$ cat src/rtl/btn_pkg.sv
// Shared definitions for the push-button debouncer: FSM state encoding and
// default timing constants that the board top also uses.
package btn_pkg;

    typedef enum logic [1:0] {
        IDLE         = 2'd0,
        PRESS_WAIT   = 2'd1,
        PRESSED      = 2'd2,
        RELEASE_WAIT = 2'd3
    } btn_state_t;

    localparam int DEFAULT_STABLE_CYCLES = 50000;
    localparam int DEFAULT_CNT_W         = 16;
    localparam int DEFAULT_REPEAT_CYCLES = 5000000;
    localparam int DEFAULT_REPEAT_W      = 23;

    // The debounced level is high in every state that follows an accepted press.
    function automatic logic is_pressed_level(input btn_state_t s);
        return (s == PRESSED) || (s == RELEASE_WAIT);
    endfunction

endpackage

$ cat src/rtl/sync_2ff.sv
// Two-flop synchroniser for a single asynchronous input; both flops clear
// to 0 on the active-low reset.
module sync_2ff (
    input  logic clk,
    input  logic rst,
    input  logic d,
    output logic q
);

    logic s1;

    always_ff @(posedge clk or negedge rst) begin
        if (!rst) begin
            s1 <= 1'b0;
            q  <= 1'b0;
        end else begin
            s1 <= d;
            q  <= s1;
        end
    end

endmodule

$ cat src/rtl/btn_pulse_debouncer.sv
// Synchronises and debounces a raw push-button, exporting the clean level and
// a one-cycle enable pulse per press. Auto-repeat: BTN_PULSE_DEBOUNCER_REPEAT_EN.
module btn_pulse_debouncer
    import btn_pkg::*;
#(
    parameter int STABLE_CYCLES = DEFAULT_STABLE_CYCLES,
    parameter int CNT_W         = DEFAULT_CNT_W,
    parameter int REPEAT_CYCLES = DEFAULT_REPEAT_CYCLES,
    parameter int REPEAT_W      = DEFAULT_REPEAT_W
) (
    input  logic clk,
    input  logic rst,
    input  logic btn_in,
    output logic btn_level,
    output logic en_pulse
);

    localparam logic [CNT_W-1:0] CNT_LAST = CNT_W'(STABLE_CYCLES - 1);

    if ((STABLE_CYCLES < 2) || (longint'(STABLE_CYCLES) > ((longint'(1) << CNT_W) - 1))) begin : g_bad_stable
        $error("STABLE_CYCLES must lie in 2..2^CNT_W-1");
    end

    logic       s_in;
    btn_state_t state;
    btn_state_t state_next;
    logic [CNT_W-1:0] cnt;
    logic [CNT_W-1:0] cnt_next;
    logic       press_pulse;
    logic       en_next;

    sync_2ff u_sync (
        .clk (clk),
        .rst (rst),
        .d   (btn_in),
        .q   (s_in)
    );

    // A bounce in either wait state falls back to the previous stable state and
    // restarts qualification from zero.
    always_comb begin
        state_next  = state;
        cnt_next    = cnt;
        press_pulse = 1'b0;
        case (state)
            IDLE: begin
                if (s_in) begin
                    state_next = PRESS_WAIT;
                    cnt_next   = '0;
                end
            end
            PRESS_WAIT: begin
                if (!s_in) begin
                    state_next = IDLE;
                    cnt_next   = '0;
                end else if (cnt == CNT_LAST) begin
                    state_next  = PRESSED;
                    cnt_next    = '0;
                    press_pulse = 1'b1;
                end else begin
                    cnt_next = cnt + 1'b1;
                end
            end
            PRESSED: begin
                if (!s_in) begin
                    state_next = RELEASE_WAIT;
                    cnt_next   = '0;
                end
            end
            RELEASE_WAIT: begin
                if (s_in) begin
                    state_next = PRESSED;
                    cnt_next   = '0;
                end else if (cnt == CNT_LAST) begin
                    state_next = IDLE;
                    cnt_next   = '0;
                end else begin
                    cnt_next = cnt + 1'b1;
                end
            end
            default: begin
                state_next = IDLE;
                cnt_next   = '0;
            end
        endcase
    end

`ifdef BTN_PULSE_DEBOUNCER_REPEAT_EN

    localparam logic [REPEAT_W-1:0] RPT_LAST = REPEAT_W'(REPEAT_CYCLES - 1);

    if ((REPEAT_CYCLES < 1) || (longint'(REPEAT_CYCLES) > ((longint'(1) << REPEAT_W) - 1))) begin : g_bad_repeat
        $error("REPEAT_CYCLES must fit in REPEAT_W");
    end

    logic [REPEAT_W-1:0] rcnt;
    logic [REPEAT_W-1:0] rcnt_next;
    logic                repeat_fire;

    // The repeat timer only advances while the press is held steadily; the
    // first cycle of every (re)entry into PRESSED starts it from zero.
    always_comb begin
        rcnt_next   = rcnt;
        repeat_fire = 1'b0;
        if ((state == PRESSED) && (state_next == PRESSED)) begin
            if (rcnt == RPT_LAST) begin
                repeat_fire = 1'b1;
                rcnt_next   = '0;
            end else begin
                rcnt_next = rcnt + 1'b1;
            end
        end else if ((state == RELEASE_WAIT) && (state_next == RELEASE_WAIT)) begin
            rcnt_next = rcnt;
        end else begin
            rcnt_next = '0;
        end
    end

    always_ff @(posedge clk or negedge rst) begin
        if (!rst) begin
            rcnt <= '0;
        end else begin
            rcnt <= rcnt_next;
        end
    end

    assign en_next = press_pulse | repeat_fire;

`else

    if ((REPEAT_W < 1) || (REPEAT_CYCLES < 1)) begin : g_bad_repeat
        $error("REPEAT_CYCLES and REPEAT_W must be positive");
    end

    assign en_next = press_pulse;

`endif

    // Outputs are registered from the next state so they change on the same
    // edge the FSM commits its decision.
    always_ff @(posedge clk or negedge rst) begin
        if (!rst) begin
            state     <= IDLE;
            cnt       <= '0;
            btn_level <= 1'b0;
            en_pulse  <= 1'b0;
        end else begin
            state     <= state_next;
            cnt       <= cnt_next;
            btn_level <= is_pressed_level(state_next);
            en_pulse  <= en_next;
        end
    end

endmodule

$ cat config.mk
export PLATFORM = sky130hd
export DESIGN_NAME = btn_pulse_debouncer
export DESIGN_NICKNAME = d
export VERILOG_FILES = /design/src/rtl/btn_pkg.sv /design/src/rtl/sync_2ff.sv /design/src/rtl/btn_pulse_debouncer.sv
export SDC_FILE = /design/constraint.sdc
export NUM_CORES = 1
export LEC_CHECK = 0
export ABC_AREA = 1
export BUFFER_PORTS_ARGS = -buffer_cell sky130_fd_sc_hd__buf_2
export CELL_PAD_IN_SITES_DETAIL_PLACEMENT = 0
export CELL_PAD_IN_SITES_GLOBAL_PLACEMENT = 1
export CORE_MARGIN = 1.5
export CORE_UTILIZATION = 30
export DETAILED_ROUTE_END_ITERATION = 10
export PLACE_DENSITY_LB_ADDON = 0.08
export REMOVE_ABC_BUFFERS = 1
export SLEW_MARGIN = 20
export SYNTH_ARGS = -nofsm -noshare
export SYNTH_HDL_FRONTEND = slang
export SYNTH_SLANG_ARGS = --single-unit
$ cat constraint.sdc
create_clock -name clk -period 1.4 [get_ports clk]
set_input_delay 0.07 -clock clk [delete_from_list [all_inputs] [get_ports clk]]
set_output_delay 0.07 -clock clk [all_outputs]
set_load 0.02 [all_outputs]
# After elaboration in Yosys (flattened, before gate mapping)
# Index checks and enable logic that the tools add are counted.
[word_totals]
register_bits = 22
latchBits = 0
mem_bits_rw = 0
mem_bits_ro = 0
input_bits = 3
n_memories = 0
[classes]
n_addsub = 1
mul = 0
div_mod_pow = 0
order_cmp = 0
n_eq_ne = 8
n_shift = 0
n_mux = 16
n_bitwise = 0
n_reduce_logical = 3
[op_table]
columns = ["cell", "n"]
rows = [
  ["$mux W16", 5],
  ["$pmux W16 S4", 1],
  ["$add A16 B1 Y16 const B", 1],
  ["$eq A16 B16 Y1 const B", 1],
  ["$mux W2", 6],
  ["$eq A2 B2 Y1 const B", 4],
  ["$pmux W2 S4", 1],
  ["$mux W1", 3],
  ["$eq A2 B1 Y1 const B", 1],
  ["$logic_not A2 Y1", 1],
  ["$ne A2 B1 Y1 const B", 1],
  ["$ne A2 B2 Y1 const B", 1],
  ["$reduce_and A2 Y1", 1],
  ["$logic_or A1 B1 Y1", 1],
]

# Depth between registers and ports, before layout
# Gate-level depths: netlist of the first run.
[depth]
ltp_word = 6
depth_mapped = 9
ltp_nobuf = 9

# Cells and area by module
# A second synthesis of the first run with hierarchy kept.
[unflattened]
hier_cells = 158
area_unflattened_um2 = 1217.4
[by_module_without_submodules]
columns = ["mod", "n_inst", "cells_each", "area_each_um2", "seq_area_each_um2"]
rows = [
  ["btn_pulse_debouncer", 1, 156, 1167.4, 500.5],
  ["sync_2ff", 1, 2, 50.0, 50.0],
]

# Least setup slack after synthesis of the first run
# No wires, ideal clock.
[synth_path]
path_type = "register to register"
start = "reg cnt[0]"
end = "reg btn_level"
setup_time_ps = 118
arrival_time_ps = 1196
required_ps = 1282
path_slack_ps = 86
path_stages_with_launch = 7
synth_period_minus_slack_ps = 1314
path_cell_list = "dfrtp_1 ha_1 nand3_1 nor2_4 nand3_4 o21ai_2 inv_1"
[synth_between]
elab_chain_cells = 6
word_cells_on_any_way = 9
classes_between = "eq/ne: 3; mux: 5; reduce/logical: 1"
[synth_lines]
columns = ["element", "line_no", "source"]
rows = [
  ["from (decl)", "btn_pulse_debouncer.sv:27", "logic [CNT_W-1:0] cnt;"],
  ["from (signal assigned)", "btn_pulse_debouncer.sv:149", "cnt <= cnt_next;"],
  ["$eq A16 B16 Y1 *", "btn_pulse_debouncer.sv:56, btn_pulse_debouncer.sv:74", ""],
  ["$mux W2, on equally long branches", "btn_pulse_debouncer.sv:74, btn_pulse_debouncer.sv:56", ""],
  ["$mux W2, on equally long branches", "btn_pulse_debouncer.sv:71, btn_pulse_debouncer.sv:53", ""],
  ["$pmux W2 S4 *", "btn_pulse_debouncer.sv:45", "case (state)"],
  ["$eq A2 B2 Y1", "btn_pkg.sv:19", "return (s == PRESSED) || (s == RELEASE_WAIT);"],
  ["$logic_or A1 B1 Y1 *", "btn_pkg.sv:19", ""],
  ["to (signal assigned)", "btn_pulse_debouncer.sv:150", "btn_level <= is_pressed_level(state_next);"],
  ["to (decl)", "btn_pulse_debouncer.sv:14", "output logic btn_level,"],
]
# Every way passes the cells marked *; elsewhere a longest branch is shown, timed or not.
# A chain may end at the register's enable or synchronous reset.

# Worst setup path after layout of the first run
[layout_path]
start = "reg cnt[0]"
end = "reg cnt[10]"
[layout_between]
elab_chain_cells = 4
word_cells_on_any_way = 6
classes_between = "add/sub: 1; eq/ne: 1; mux: 4"
[layout_lines]
columns = ["element", "line_no"]
rows = [
  ["$add A16 B1 Y16 / $eq A16 B16 Y1 (equally long branches)", "n/a"],
  ["$mux W16 *", "btn_pulse_debouncer.sv:56, btn_pulse_debouncer.sv:74"],
  ["$mux W16, on equally long branches", "btn_pulse_debouncer.sv:71, btn_pulse_debouncer.sv:53"],
  ["$pmux W16 S4 *", "btn_pulse_debouncer.sv:45"],
]
# Marks and branches as above.

==> impl_metrics.csv, run 1 <==
group,metric,value,unit
clocking,htree_num_levels,1,
timing,maxSlewHeadroom,66.2,%
place,port_buffers,4,
routing,num_vias,1088,
run,maxCapViolCount,0,
routing,wl_per_cell,12.8,um
timing,fin_crit_sh,96.6,%
routing,drt_iter0_drc,61,
floorplan,core_area,4060,sq um
yosys,syn_area,1290,sq um
yosys,syn_inst,165,
setup_path,crit_arrival,1.51,ns
timing,fin_tns_setup,0,ns
clocking,clock_sinks,22,
cells_and_area,layout.cells.most_common,"nand2_1",
setup_path,worst-r2r-setup-slack,0.05,ns
global_route,grt_pass1_vias,1042,
yosys,ys_types,25,
clocking,cts_tree,"built",
cells_and_area,drive_above_1_share,31.9,%
clocking,cts.clk_slew.worst_paths,0.09,ns
timing,worstMarginPinSlew,0.507,ns
setup_path,crit_path_end_kind,"flop",
routing,met3_length,64,um
timing,setup_ws,0.0482,ns
place,dpl_worst_slack,-0.00727,ns
floorplan,dieArea,4710,sq um
routing,drtAntennaViolNets,0,
floorplan,start_util,31.9,%
cells_and_area,final_cells,238,
clocking,clk_latency,0.27,ns
clocking,cts_inserted_buffers,3,
place,dp_hpwl,2210,um
routing,vias_per_cell,4.57,
clocking,cts_root_buf,"clkbuf_8",
power,p_per_area,841,nW/um^2
global_route,grt_max_degree,23,
setup_path,critical_path_class,"reg -> reg",
global_route,gr-usage-all-layers,14.6,%
timing,rsz0062_at_grt,"true",
setup_path,crit_fanout,4,
yosys,synth_seq_cells,22,
floorplan,die_w,68.6,um
yosys,synth_warnings,0,
routing,wl_met1,1460,um
global_route,antenna_found_initial,0,
timing,drv_slew,0,
setup_path,reg2reg_depth,8,
routing,highest_layer,"met4",
setup_path,cp.required,1.56,ns
worst_hold_path,holdCritPathClass,"in -> async",
routing,wl_met2,1490,um
setup_path,r2r-start,"cnt[0]",
outcome,run_status,"complete, no violations",
place,place.gp.congestion,0.822,
clocking,cts_buffer_depth,2,
timing,max_clock_freq,740,MHz
power,p_leak,0.000754,uW
routing,wirelength,3040,um
cells_and_area,nNetsFinal,193,
routing,first_pass_iters,4,
floorplan,row_count,23,
cells_and_area,final_cell_mix,"46 x nand2_1, 18 x dfrtp_1, 15 x inv_1, 14 x buf_4, 13 x nand2_2",
setup_path,setup.worst_path.start_class,"flop",
yosys,syn_area_per_cell,7.83,sq um
global_route,grt_pass1_wl,4940,um
setup_path,reg2reg_to,"cnt[10]",
floorplan,boundaryPins,5,
floorplan,chipHeight,68.6,um
timing,final_hold_viol_count,0,
timing,period_needed,1.35,ns
yosys,ys_seq_area_share,42.6,%
cells_and_area,antennaDiodeCount,0,
timing,setup_viol,0,
power,vdd_drop_max,0.337,mV
timing,skew,0.00320,ns
cells_and_area,areaGrowthSynthToFinish,25.5,%
routing,drc_errors,0,
global_route,overflow,0,
place,placed_cells,225,
[cells by family after synthesis]
logic type	share of synthesized area, %
flops	42.6
compound gates	8.23
simple gates	37.4
fa+ha+maj	0.968
xor+xnor	4.07
buf+inv	6.78
[what timing repair did]
action,CTS,global route
endpoints found under the hold margin,23,0
gates resized for setup,0,17
setup buffers,1,6
hold buffers,2,0
pin swaps,2,5
setup endpoints to repair,6,18
[sequential cells by signal, summed over array words and instances, names as in the netlist]
signal	flops
u_sync.s1	1
u_sync.q	1
cnt	16
en_pulse	1
btn_level	1
state	2
[where the power goes]
part	total, uW	internal, uW	switching (uW)
sequential	653	644	9.30
combinational	98.4	43.5	55.0
clock	612	382	229
total	1360	1070	294
[area by class of cell]
class                      instances  area (sq um)
inverter                          20          77.6
tap                               50          62.6
timing repair buffer              21           165
clock inverter                     1          30.0
sequential                        22           556
multi-input combinational        121           689
fill                             433          2440
clock buffer                       3          41.3
[stage by stage]
| step | area [sq um] | utilization, % | hold slack (ns) | power [uW] |
|---|---|---|---|---|
| final | 1620 | 40.0 | 0.291 | 1360 |
| after CTS | 1530 | 37.8 | 0.330 | 1360 |
| after global routing | 1620 | 40.0 | 0.356 | 1420 |
| after floorplan | 1280 | - | -0.226 | 697 |
| after detailed placement | 1420 | 35.1 | 0.0843 | 735 |
| after global placement | 1420 | 35.1 | 0.0808 | 735 |
[worst max-delay path by stage]
stage	startpoint	end
final	cnt[0]	cnt[10]
after global routing	cnt[1]	cnt[10]
after CTS	cnt[1]	cnt[10]
after detailed placement	cnt[0]	cnt[10]
after global placement	cnt[1]	cnt[8]
after floorplan	cnt[0]	btn_level
[synth_stat cells]
cell / instances / area share, %
nor2_2: 6 / 2.9
o21ai_0: 3 / 1.2
nand3_1: 12 / 4.6
nor3_1: 1 / 0.39
o21ai_2: 1 / 0.68
o21bai_1: 4 / 2.3
nand3b_1: 1 / 0.58
a21oi_4: 1 / 1.3
nor2_1: 11 / 3.2
nand4_1: 3 / 1.5
o21ai_1: 5 / 1.9
buf_2: 1 / 0.39
nand2_2: 8 / 3.9
buf_4: 1 / 0.58
a21oi_1: 1 / 0.39
dfrtp_1: 22 / 43
nor2_8: 1 / 1.5
inv_1: 18 / 5.2
nor2_4: 3 / 2.6
inv_2: 2 / 0.58
nand3_4: 1 / 1.4
o22ai_1: 1 / 0.48
ha_1: 1 / 0.97
xor2_1: 6 / 4.1
nand2_1: 51 / 15
[critical path, cell delays in order, from the launching register on]
cell and delay, ns:
dfrtp_1 0.41, ha_4 0.17, nand2_1 0.06, nor2_2 0.12, nand2_2 0.12, o21ai_0 0.17
nand2_1 0.06, nand2_1 0.06, o21ai_0 0.07
[layer usage]
| metal | global-route usage [%] | vias up |
|---|---|---|
| met3 | 2.44 | 2 |
| met4 | 5.00 | 0 |
| li1 | - | 565 |
| met2 | 23.4 | 9 |
| met5 | 0 | - |
| met1 | 19.7 | 512 |
Note: power is estimated with default switching activity, not from simulation.
==> inputs of run 2 (changes only) <==
==> constraint.sdc (replaced) <==
create_clock -name clk -period 1.5 [get_ports clk]
set_input_delay 0.075 -clock clk [delete_from_list [all_inputs] [get_ports clk]]
set_output_delay 0.075 -clock clk [all_outputs]
set_load 0.02 [all_outputs]
==> impl_metrics.csv, run 2 (synthesized netlist as in run 1, its figures left out) <==
group,metric,value,unit
clocking,cts.clk_slew.worst_paths,0.09,ns
clocking,cts_buffer_depth,2,
setup_path,r2r-start,"cnt[8]",
global_route,gr-usage-all-layers,15.0,%
timing,drv_slew,0,
clocking,cts_setup_buffers,0,
outcome,run_status,"complete, no violations",
setup_path,cp.required,1.72,ns
setup_path,crit_chain,"nand2_2 -> inv_2 -> nand2_2 -> nor2_8 -> a21oi_4 -> nand3_1 -> nand2_1",
routing,first_pass_iters,4,
power,vdd_drop_max,0.552,mV
cells_and_area,largest_reg_flops,16,
timing,whs,0.296,ns
floorplan,boundaryPins,5,
setup_path,slowest_stage,"dfrtp_2",
routing,num_vias,1026,
cells_and_area,final_cell_mix,"51 x nand2_1, 21 x dfrtp_1, 18 x inv_1, 11 x nor2_1, 11 x nand3_1",
routing,drc_errors,0,
place,place.gp.congestion,0.737,
power,p_per_area,759,nW/um^2
floorplan,row_count,23,
cells_and_area,drive_above_1_share,21.0,%
routing,drtAntennaViolNets,0,
setup_path,reg2reg_to,"cnt[8]",
setup_path,critical_path_class,"reg -> reg",
clocking,cts_inserted_buffers,3,
timing,final_hold_viol_count,0,
clocking,clock_sinks,22,
global_route,grt_pass1_wl,5070,um
floorplan,die_w,68.6,um
timing,setup_viol,0,
timing,rsz0062_at_grt,"false",
floorplan,dieArea,4710,sq um
cells_and_area,top_regs,"cnt (16), state (2)",
setup_path,setup.worst_path.start_class,"flop",
global_route,overflow,0,
setup_path,crit_path_end_kind,"flop",
global_route,antenna_found_initial,0,
cells_and_area,areaGrowthSynthToFinish,14.2,%
setup_path,crit_arrival,1.60,ns
worst_hold_path,holdCritPathClass,"in -> async",
routing,vias_per_cell,4.54,
timing,worstMarginPinSlew,0.524,ns
timing,fin_tns_setup,0,ns
routing,wl_per_cell,12.8,um
cells_and_area,antennaDiodeCount,0,
clocking,htree_num_levels,1,
setup_path,reg2reg_depth,7,
cells_and_area,layout.cells.most_common,"nand2_1",
timing,skew,0.0128,ns
setup_path,path_delay_family,"simple AND/OR/NAND/NOR gates",
place,port_buffers,4,
floorplan,chipHeight,68.6,um
power,finalPower,1120,uW
timing,maxSlewHeadroom,65.0,%
timing,period_needed,1.38,ns
setup_path,worst-r2r-setup-slack,0.12,ns
cells_and_area,regMostFlops,"cnt",
routing,wirelength,2900,um
run,maxCapViolCount,0,
routing,drt_iter0_drc,50,
setup_path,crit_top_cell,"nand2_2",
timing,max_clock_freq,723,MHz
clocking,clk_latency,0.28,ns
floorplan,start_util,31.9,%
setup_path,cp.buffers_inverters,1,
clocking,cts_root_buf,"clkbuf_8",
global_route,grt_max_degree,23,
floorplan,core_area,4060,sq um
cells_and_area,nNetsFinal,181,
timing,fin_crit_sh,92.2,%
power,p_leak,0.000691,uW
clocking,cts_tree,"built",
place,dp_hpwl,2140,um
setup_path,crit_fanout,8,
setup_path,cp_slowest_stage_delay,0.47,ns
global_route,grt_pass1_vias,1004,
[run 2: changes by cell type in the layout (fill, tap and decap cells not counted), sizes merged]
cell | before | now
buf | 19 | 7
bufinv | 1 | 0
clkbuf | 3 | 4
[run 2: cell type report]
cell class | count | area, sq um
clock buffers | 4 | 55.1
fillers | 445 | 2580
inverters | 20 | 77.6
repair buffers | 9 | 62.6
multi-input cells | 121 | 667
well taps | 50 | 62.6
flip-flops and latches | 22 | 552
[run 2: how the worst max path moves through the flow]
stage | startpoint | to | slack, ns | cells after the start
final | cnt[8] | cnt[8] | 0.12 | 7
after detailed placement | cnt[0] | cnt[9] | 0.04 | 6
after CTS | cnt[0] | cnt[9] | 0.03 | 6
after floorplan | cnt[0] | btn_level | 0.19 | 6
after global placement | cnt[0] | cnt[8] | 0.07 | 6
after global routing | cnt[9] | cnt[9] | 0.007 | 7
[run 2: timing repair]
action / 4_1_cts / 5_1_grt
hold buffers: 2 / 0
gates resized for setup: 0 / 6
endpoints found under the hold margin: 23 / 0
setup endpoints to repair: 0 / 9
[run 2: worst reg2reg max path, cell delays in order, from the launching register on]
cell     delay [ns]
dfrtp_2        0.47
nand2_2        0.09
inv_2          0.05
nand2_2        0.11
nor2_8         0.07
a21oi_4        0.33
nand3_1        0.13
nand2_1        0.08
[run 2: layer usage]
layer	vias to the layer above	wire, um	global-route usage [%]
met3	4	84	3.90
met4	0	27	3.75
met5	-	0	0
li1	538	-	-
met2	11	1310	23.2
met1	473	1480	20.8
[run 2: report_power, final]
group | total [uW] | switching (uW) | internal [uW] | leakage, uW
logic | 64.3 | 44.2 | 20.0 | 0.000365
registers | 608 | 7.21 | 601 | 0.000297
clock network | 449 | 214 | 235 | 0.0000288
total | 1120 | 265 | 856 | 0.000691
[run 2: through the flow]
| step | setup slack, ns | area, sq um | utilization (%) | std cells |
|---|---|---|---|---|
| 2_1_floorplan | 0.186 | 1280 | - | 163 |
| 3_3_place_gp | 0.0689 | 1390 | 34.1 | 220 |
| 3_5_place_dp | 0.0424 | 1390 | 34.1 | 220 |
| 4_1_cts | 0.0298 | 1460 | 36.0 | 226 |
| 5_1_grt | 0.00655 | 1480 | 36.4 | 226 |
| 6_report | 0.117 | 1480 | 36.4 | 226 |
==> inputs of run 3 (changes only) <==
--- a/config.mk
+++ b/config.mk
@@ -9,11 +9,13 @@
 export BUFFER_PORTS_ARGS = -buffer_cell sky130_fd_sc_hd__buf_2
 export CELL_PAD_IN_SITES_DETAIL_PLACEMENT = 0
 export CELL_PAD_IN_SITES_GLOBAL_PLACEMENT = 1
+export CORE_ASPECT_RATIO = 0.5
 export CORE_MARGIN = 1.5
 export CORE_UTILIZATION = 30
 export DETAILED_ROUTE_END_ITERATION = 10
 export PLACE_DENSITY_LB_ADDON = 0.08
 export REMOVE_ABC_BUFFERS = 1
+export SETUP_SLACK_MARGIN = 0.05
 export SLEW_MARGIN = 20
 export SYNTH_ARGS = -nofsm -noshare
 export SYNTH_HDL_FRONTEND = slang
==> constraint.sdc (replaced) <==
create_clock -name clk -period 1.5 [get_ports clk]
set_input_delay 0.225 -clock clk [delete_from_list [all_inputs] [get_ports clk]]
set_output_delay 0.225 -clock clk [all_outputs]
set_load 0.02 [all_outputs]
==> impl_metrics.csv, run 3 (synthesized netlist as in run 1, its figures left out) <==
group,metric,value,unit
clocking,cts_root_buf,"clkbuf_8",
timing,whs,0.0542,ns
setup_path,crit_path_end_kind,"flop",
clocking,cts_buffer_depth,2,
cells_and_area,drive_above_1_share,26.5,%
clocking,clock_sinks,22,
power,finalPower,1260,uW
power,vdd_drop_max,0.345,mV
cells_and_area,seq_area,554,sq um
floorplan,dieArea,4740,sq um
cells_and_area,fillers,429,
place,dp_hpwl,2340,um
floorplan,start_util,32.1,%
place,placed_cells,232,
cells_and_area,final_cell_mix,"51 x nand2_1, 19 x dfrtp_1, 18 x inv_1, 12 x buf_4",
routing,met3_length,97,um
routing,drtAntennaViolNets,0,
floorplan,die_w,95.8,um
cells_and_area,areaGrowthSynthToFinish,22.7,%
timing,rsz0062_at_grt,"true",
floorplan,row_count,16,
setup_path,crit_arrival,1.51,ns
setup_path,critical_path_class,"reg -> reg",
timing,drv_slew,0,
cells_and_area,final_cells,239,
clocking,cts.clk_slew.worst_paths,0.09,ns
routing,wl_per_cell,12.8,um
setup_path,cp.required,1.67,ns
routing,wl_met1,1760,um
clocking,clk_latency,0.27,ns
place,port_buffers,4,
timing,final_hold_viol_count,0,
routing,first_pass_iters,4,
routing,vias_per_cell,4.36,
timing,fin_crit_sh,89.4,%
setup_path,crit_fanout,4,
clocking,cts_tree,"built",
global_route,grt_pass1_vias,1017,
routing,drc_errors,0,
routing,highest_layer,"met4",
routing,drt_iter0_drc,33,
floorplan,boundaryPins,5,
power,p_per_area,793,nW/um^2
timing,maxSlewHeadroom,64.9,%
cells_and_area,nNetsFinal,190,
cells_and_area,regMostFlops,"cnt",
outcome,run_status,"complete, no violations",
clocking,htree_num_levels,1,
cells_and_area,antennaDiodeCount,0,
routing,wirelength,3050,um
global_route,antenna_found_initial,0,
worst_hold_path,holdCritPathClass,"in -> reg",
setup_path,worst-r2r-setup-slack,0.16,ns
cells_and_area,layout.cells.most_common,"nand2_1",
power,p_leak,0.000763,uW
timing,fin_tns_setup,0,ns
timing,max_clock_freq,746,MHz
clocking,cts_inserted_buffers,3,
global_route,grt_max_degree,23,
run,maxCapViolCount,0,
timing,worstMarginPinSlew,0.527,ns
global_route,overflow,0,
global_route,grt_pass1_wl,5240,um
timing,setup_viol,0,
cells_and_area,final_util,39.4,%
cells_and_area,top_regs,"cnt (16), state (2)",
timing,period_needed,1.34,ns
routing,num_vias,1042,
timing,skew,0.00996,ns
cells_and_area,multi_input_area,677,sq um
place,place.gp.congestion,0.752,
floorplan,core_area,4020,sq um
global_route,gr-usage-all-layers,15.1,%
floorplan,chipHeight,49.4,um
setup_path,setup.worst_path.start_class,"flop",
cells_and_area,largest_reg_flops,16,
routing,wl_met2,1190,um
[run 3: changes by cell type in the layout (fill, tap and decap cells not counted), sizes merged]
cell,delta
buf,+10
bufinv,+1
clkbuf,-1
dlygate4sd3,-1
[run 3: cell type report]
class / count / area share [%]
multi-input combinational: 121 / 42.7
sequential: 22 / 35.0
timing repair buffer: 18 / 8.84
inverter: 20 / 4.74
tap: 54 / 4.26
clock buffer: 3 / 2.60
clock inverter: 1 / 1.89
[run 3: where the power goes]
part / leakage, uW / switching (uW) / internal [uW] / total [uW]
clock network: 0.0000357 / 212 / 357 / 568
registers: 0.000294 / 5.56 / 601 / 607
logic: 0.000434 / 49.4 / 32.4 / 81.8
[run 3: stage by stage]
| stage | instance area, sq um | setup WS (ns) |
|---|---|---|
| 6_report | 1590 | 0.159 |
| 5_1_grt | 1590 | 0.0493 |
| 4_1_cts | 1530 | 0.0577 |
| 3_5_place_dp | 1450 | 0.0913 |
| 3_3_place_gp | 1450 | 0.140 |
| 2_1_floorplan | 1280 | 0.186 |
[run 3: worst paths after layout]
kind	depth (start not counted)	endpoint	start
worst max-delay path	9	cnt[15]	u_sync.q
worst min-delay path	1	u_sync.s1	btn_in
worst max register to register	9	cnt[15]	u_sync.q
worst min register to register	0	u_sync.q	u_sync.s1
max in group asynchronous	2	cnt[8]	rst
min in group asynchronous	2	cnt[11]	rst
[run 3: worst max-delay path, cell delays in order, from the launching register on]
cell and delay, ns:
dfrtp_1 0.42, nand2_1 0.12, nand3b_1 0.20, buf_4 0.21, nand2_1 0.05, inv_1 0.05
nand2_1 0.05, nand2_1 0.04, nand2_1 0.06, nor2_2 0.03
[run 3: what timing repair did]
action | CTS | global route
setup endpoints to repair | 0 | 18
buffers inserted | 0 | 2
resized for setup | 0 | 9
hold endpoints to repair | 22 | 0
hold buffers | 1 | 0
[run 3: layer usage]
metal | up-vias | track usage, %
li1 | 562 | -
met1 | 463 | 23.5
met2 | 15 | 20.8
met3 | 2 | 4.21
met4 | 0 | 2.21
met5 | - | 0
